<file path="src/rtl/exec_result_pipe_pkg.sv">
// Shared widths and helpers for the execute-result pipeline.
// Optional forwarding lookup is enabled with EXEC_RESULT_PIPE_FWD_EN.
package exec_result_pipe_pkg;

   localparam int REG_SIZE  = 32;
   localparam int ADDR_SIZE = 32;
   localparam int DST_SIZE  = 5;

   // Packed payload layout, MSB first: {aluresult, zero, overflow, new_pc, dst}
   function automatic int payload_width(input int data_w, input int addr_w, input int dst_w);
      return data_w + 2 + addr_w + dst_w;
   endfunction

endpackage

</file>
<file path="src/rtl/exec_result_stage.sv">
// One pipeline slot: a valid bit plus payload register with load enable and clear.
// Payload only loads when a real result arrives, so bubbles and flushes never disturb it.
module exec_result_stage #(
   parameter int W = 8
) (
   input  logic         clk,
   input  logic         rst_n,
   input  logic         load,
   input  logic         clear,
   input  logic         d_valid,
   input  logic [W-1:0] d_payload,
   output logic         q_valid,
   output logic [W-1:0] q_payload
);

   logic         valid_reg;
   logic [W-1:0] payload_reg;

   always_ff @(posedge clk or negedge rst_n) begin
      if (!rst_n) begin
         valid_reg   <= 1'b0;
         payload_reg <= '0;
      end else begin
         if (clear)
            valid_reg <= 1'b0;
         else if (load)
            valid_reg <= d_valid;
         if (!clear && load && d_valid)
            payload_reg <= d_payload;
      end
   end

   assign q_valid   = valid_reg;
   assign q_payload = payload_reg;

endmodule

</file>
<file path="src/rtl/exec_result_pipe.sv">
// Elastic execute-to-memory result pipeline with flush and occupancy count.
// Define EXEC_RESULT_PIPE_FWD_EN to add the youngest-match forwarding lookup.
module exec_result_pipe
   import exec_result_pipe_pkg::*;
#(
   parameter int DEPTH  = 3,
   parameter int DATA_W = REG_SIZE,
   parameter int ADDR_W = ADDR_SIZE,
   parameter int DST_W  = DST_SIZE
) (
   input  logic                       clk,
   input  logic                       rst_n,
   input  logic                       in_valid,
   output logic                       in_ready,
   input  logic [DATA_W-1:0]          in_aluresult,
   input  logic                       in_zero,
   input  logic                       in_overflow,
   input  logic [ADDR_W-1:0]          in_new_pc,
   input  logic [DST_W-1:0]           in_dst,
   output logic                       out_valid,
   input  logic                       out_ready,
   output logic [DATA_W-1:0]          out_aluresult,
   output logic                       out_zero,
   output logic                       out_overflow,
   output logic [ADDR_W-1:0]          out_new_pc,
   output logic [DST_W-1:0]           out_dst,
   input  logic                       flush,
   output logic [$clog2(DEPTH+1)-1:0] occupancy
`ifdef EXEC_RESULT_PIPE_FWD_EN
   ,
   input  logic [DST_W-1:0]           fwd_rs,
   output logic                       fwd_hit,
   output logic [DATA_W-1:0]          fwd_data
`endif
);

   localparam int PW    = payload_width(DATA_W, ADDR_W, DST_W);
   localparam int OCC_W = $clog2(DEPTH + 1);

   logic [DEPTH-1:0] valid;
   logic [DEPTH-1:0] ready;
   logic [PW-1:0]    payload [DEPTH];
   logic [PW-1:0]    in_payload;
   logic             accept;
   logic             emit;
   logic [OCC_W-1:0] occupancy_reg;

   assign in_payload = {in_aluresult, in_zero, in_overflow, in_new_pc, in_dst};
   assign in_ready   = ready[0] && !flush;
   assign accept     = in_valid && in_ready;
   assign emit       = valid[DEPTH-1] && out_ready && !flush;

   // Stage i can move iff some stage at or ahead of it is empty, or the sink drains;
   // written as a reduction so the ready chain has no combinational self-loop.
   for (genvar gi = 0; gi < DEPTH; gi++) begin : g_stage
      logic          d_valid;
      logic [PW-1:0] d_payload;

      if (gi == 0) begin : g_head
         assign d_valid   = accept;
         assign d_payload = in_payload;
      end else begin : g_body
         assign d_valid   = valid[gi-1];
         assign d_payload = payload[gi-1];
      end

      assign ready[gi] = out_ready || !(&valid[DEPTH-1:gi]);

      exec_result_stage #(.W(PW)) u_stage (
         .clk       (clk),
         .rst_n     (rst_n),
         .load      (ready[gi]),
         .clear     (flush),
         .d_valid   (d_valid),
         .d_payload (d_payload),
         .q_valid   (valid[gi]),
         .q_payload (payload[gi])
      );
   end

   // Tracks popcount(valid) incrementally: at most one enters and one leaves per edge.
   always_ff @(posedge clk or negedge rst_n) begin
      if (!rst_n)
         occupancy_reg <= '0;
      else if (flush)
         occupancy_reg <= '0;
      else
         occupancy_reg <= occupancy_reg + OCC_W'(accept) - OCC_W'(emit);
   end

   assign occupancy = occupancy_reg;
   assign out_valid = valid[DEPTH-1] && !flush;
   assign {out_aluresult, out_zero, out_overflow, out_new_pc, out_dst} = payload[DEPTH-1];

`ifdef EXEC_RESULT_PIPE_FWD_EN
   // Scan oldest to youngest so the youngest match is the one left standing.
   always_comb begin
      fwd_hit  = 1'b0;
      fwd_data = '0;
      for (int i = DEPTH - 1; i >= 0; i--) begin
         if (valid[i] && (fwd_rs != '0) && (payload[i][DST_W-1:0] == fwd_rs)) begin
            fwd_hit  = 1'b1;
            fwd_data = payload[i][PW-1 -: DATA_W];
         end
      end
   end
`endif

endmodule

</file>
<file path="config.mk">
export PLATFORM = sky130hd
export DESIGN_NAME = exec_result_pipe
export DESIGN_NICKNAME = d
export VERILOG_FILES = /design/src/rtl/exec_result_pipe_pkg.sv /design/src/rtl/exec_result_stage.sv /design/src/rtl/exec_result_pipe.sv
export SDC_FILE = /design/constraint.sdc
export NUM_CORES = 1
export LEC_CHECK = 0
export ABC_AREA = 1
export BUFFER_PORTS_ARGS = -buffer_cell sky130_fd_sc_hd__buf_2
export CAP_MARGIN = 20
export CORE_ASPECT_RATIO = 2
export CORE_UTILIZATION = 55
export CTS_CLUSTER_SIZE = 10
export DETAILED_ROUTE_END_ITERATION = 6
export PLACE_DENSITY = 0.9
export SYNTH_ARGS = -nofsm -noshare
export SYNTH_HDL_FRONTEND = slang
export SYNTH_SLANG_ARGS = --single-unit
</file>
<file path="constraint.sdc">
create_clock -name clk -period 4.3 [get_ports clk]
set_clock_uncertainty 0.1 [all_clocks]
set_input_delay 0.215 -clock clk [delete_from_list [all_inputs] [get_ports clk]]
set_output_delay 0.215 -clock clk [all_outputs]
set_load 0.005 [all_outputs]
</file>
==> summary.txt <==
Outcome
  • Status: completed

Clock tree
  • Clock transition at the registers of the reported paths: 50 ps
  • Post-CTS setup buffer count: 0
  • Clock root buffer: clkbuf_16
  • Hold_buf cts: 73
  • Clock Latency Late Sink: 490 ps
  • Total clock sinks: 218
  • Total CTS buffers: 25
  • Htree depth: 1
  • TritonCTS clock tree: yes
  • CTS Buffer Depth: 3
  • Number of instances resized during post-cts repair: 0

Routing
  • Post-DR vias/cell: 5.261
  • WL final: 20,830 µm
  • DRT iter0 DRCs: 423
  • Via count: 7,050
  • Drt drc: 0
  • Pre-Repair DR Iteration Count: 5
  • Final ANT Viol Nets: 0
  • Routed len/inst: 15.55 µm

Global route
  • Gr ovfl total: 0
  • Pin count of the biggest net entering global routing: 107
  • Initial antenna violation count: 0
  • Number of global-route vias before repair: 7,020
  • Global-route wire length before repair: 33,850 µm
  • Tot GR Track Use: 25.96%

Hold path
  • HP Class: in -> reg
  • Hold Path Depth: 4
  • Hold path endpoint: g_stage[2].u_stage.q_valid$_DFFE_PN0P_
  • Hold path start: out_ready

Pwr
  • Lkg Pwr: 5.761 nW
  • VDD IR max: 0.3421 mV
  • Part of the power in registers: 50.7%
  • Psw: 1.386 mW
  • Sw Share: 26.64%
  • Combinational power share: 15.3%
  • Internal: 3.815 mW
  • Power density cells: 480.1 mW/mm²
  • Clock share of power: 34.0%

Setup path
  • Worst-case register-to-register setup slack: 2060 ps
  • CP Capture Type: flop
  • Reg-to-reg endpoint: g_stage[1].u_stage.q_payload[53]$_DFFE_PN0P_
  • Worst r2r src: g_stage[1].u_stage.q_valid$_DFFE_PN0P_
  • Critical path fanouts, max: 92
  • Worst setup SP type: primary input
  • Worst EP required: 4590 ps
  • Critical path arrival: 3110 ps
  • CP Class: in -> reg
  • Cell depth of the worst flop-to-flop path: 4

Timing
  • RSZ-0062 raised after global routing: no
  • Max_slew headroom: 41.29%
  • Final Hold Vio Count: 0
  • Worst slew pin tran: 880.6 ps
  • Final setup margin: 1486 ps
  • Fin crit share: 65.43%
  • Setup Viol. Count Final: 0
  • F_max: 0.3554 GHz
  • Final Max Slew Viols: 0
  • Hold slack final: 43.20 ps
  • Tmin final: 2814 ps
  • Setup TNS: 0 ps

Floorplan
  • Cell Rows: 64
  • Core area: 0.01545 mm²
  • Die Y: 180.3 µm
  • Die W: 91.18 µm
  • Die area: 0.01644 mm²
  • Initial Util: 56.60%
  • # IOs: 151

Final layout
  • Nets@finish: 1,221
  • Max reg flops: 213
  • Share of cells above drive strength 1: 16.64%
  • Ant. Diodes: 0
  • Layout Area Growth over Synthesis: 23.85%
  • Finished Cell Area: 0.01083 mm²

Placed design
  • PortBufs: 150
  • RD Place Congestion: 0.8173
  • Worst slack at placement: 1564 ps
  • Post-DP Area: 0.009463 mm²
  • HPWL after DPL: 11,730 µm

Yosys
  • Async S/R FF share, synth: 100.0%
  • Synthesis-stage register bit count: 218
  • Sequential share of the synthesized area: 62.37%
  • Average size of a mapped cell: 9.266 µm²
  • Synth cell types: 19
  • EDFF count, synth: 0
  • Post-synth top cells: nand2_1, dfrtp_1, inv_1
  • Syn Nets: 1,022
  • Syn Std Cell Area: 0.008747 mm²
  • Post-Synthesis Cells: 944
  • Top FF cell, synth: dfrtp_1
  • Synth warn: 0
  • Top-count cell post-synth: nand2_1
  • Yosys top cell by area: dfrtp_1
  • Largest cells by area after synthesis: dfrtp_1, nand2_1, o21ai_0, inv_1, nand4_1
  • Synth top area share: 62.37%

Job
  • Max Cap Viol: 0
[worst max-delay path, stage by stage]
cell and delay (ps):
dlygate4sd3_1 540, buf_2 170, inv_2 600, nand3_4 790, buf_4 510, o21ai_0 260
[power groups by stage]
| stage | registers, mW | clock network (mW) | logic (mW) |
|---|---|---|---|
| 5_1_grt | 2.67 | 1.87 | 0.909 |
| 2_1_floorplan | 2.63 | 0 | 0.390 |
| 3_5_place_dp | 2.65 | 0 | 0.735 |
| 4_1_cts | 2.63 | 1.79 | 0.793 |
| 6_report | 2.64 | 1.77 | 0.796 |
| 3_3_place_gp | 2.64 | 0 | 0.698 |
[layout by cell type (no fill, tap or decap), drive strengths merged]
master / netlist / layout
o21ai: 145 / 145
clkbuf: 18 / 26
buf: 43 / 160
nand4: 72 / 72
ha: 2 / 2
nand3: 4 / 4
nand2: 287 / 287
dfrtp: 218 / 218
dlygate4sd3: 0 / 73
nor3: 1 / 1
xor2: 1 / 1
inv: 148 / 148
nor2: 5 / 5
[layout make-up]
cell class                 count  area (µm²)
timing repair buffer         233        1567
clock buffer                  26       639.4
sequential                   218        5455
fill                        1089        4622
inverter                     148       555.5
tap                          198       247.7
multi-input combinational    517        2369
[per-stage QoR]
step | util [%] | power (mW) | cells
final | 70.09 | 5.200 | 1340
after global routing | 70.09 | 5.456 | 1340
after CTS | 70.09 | 5.212 | 1340
after detailed placement | 61.23 | 3.388 | 1241
after global placement | 61.23 | 3.337 | 1241
after floorplan | - | 3.020 | 944
[worst max-delay path by stage]
stage                                           start                                      endpoint  slack [ps]  depth (start not counted)
3_5_place_dp                                    flush  g_stage[1].u_stage.q_payload[28]$_DFFE_PN0P_        1560                          6
6_report                                        flush  g_stage[1].u_stage.q_payload[53]$_DFFE_PN0P_        1490                          6
3_3_place_gp                                    flush  g_stage[1].u_stage.q_payload[43]$_DFFE_PN0P_        1630                          6
5_1_grt                                         flush  g_stage[2].u_stage.q_payload[49]$_DFFE_PN0P_        1220                          6
4_1_cts                                         flush  g_stage[1].u_stage.q_payload[28]$_DFFE_PN0P_        1540                          7
2_1_floorplan  g_stage[1].u_stage.q_valid$_DFFE_PN0P_                        occupancy[0]$_DFF_PN0_        2650                          8
[metal layers]
metal  vias to the layer above  part of all wire [%]  track usage [%]
li1                       3349                     -                -
met1                      3348                    37            30.06
met2                       264                    52            44.85
met3                        89                   4.4            3.249
met4                         0                   6.6            16.95
met5                         -                     0                0
[cells by family (layout without fill, tap and decap cells)]
group / Yosys count / count (layout) / synth area share [%]
buffers and inverters: 209 / 407 / 10.73
AOI/OAI and AO/OA: 145 / 145 / 8.296
adders and majority gates: 2 / 2 / 0.2860
and+or+nand+nor: 369 / 369 / 18.22
xor gates and xnor gates: 1 / 1 / 0.1001
DFF: 218 / 218 / 62.37
Note: power is estimated with default switching activity, not from simulation.
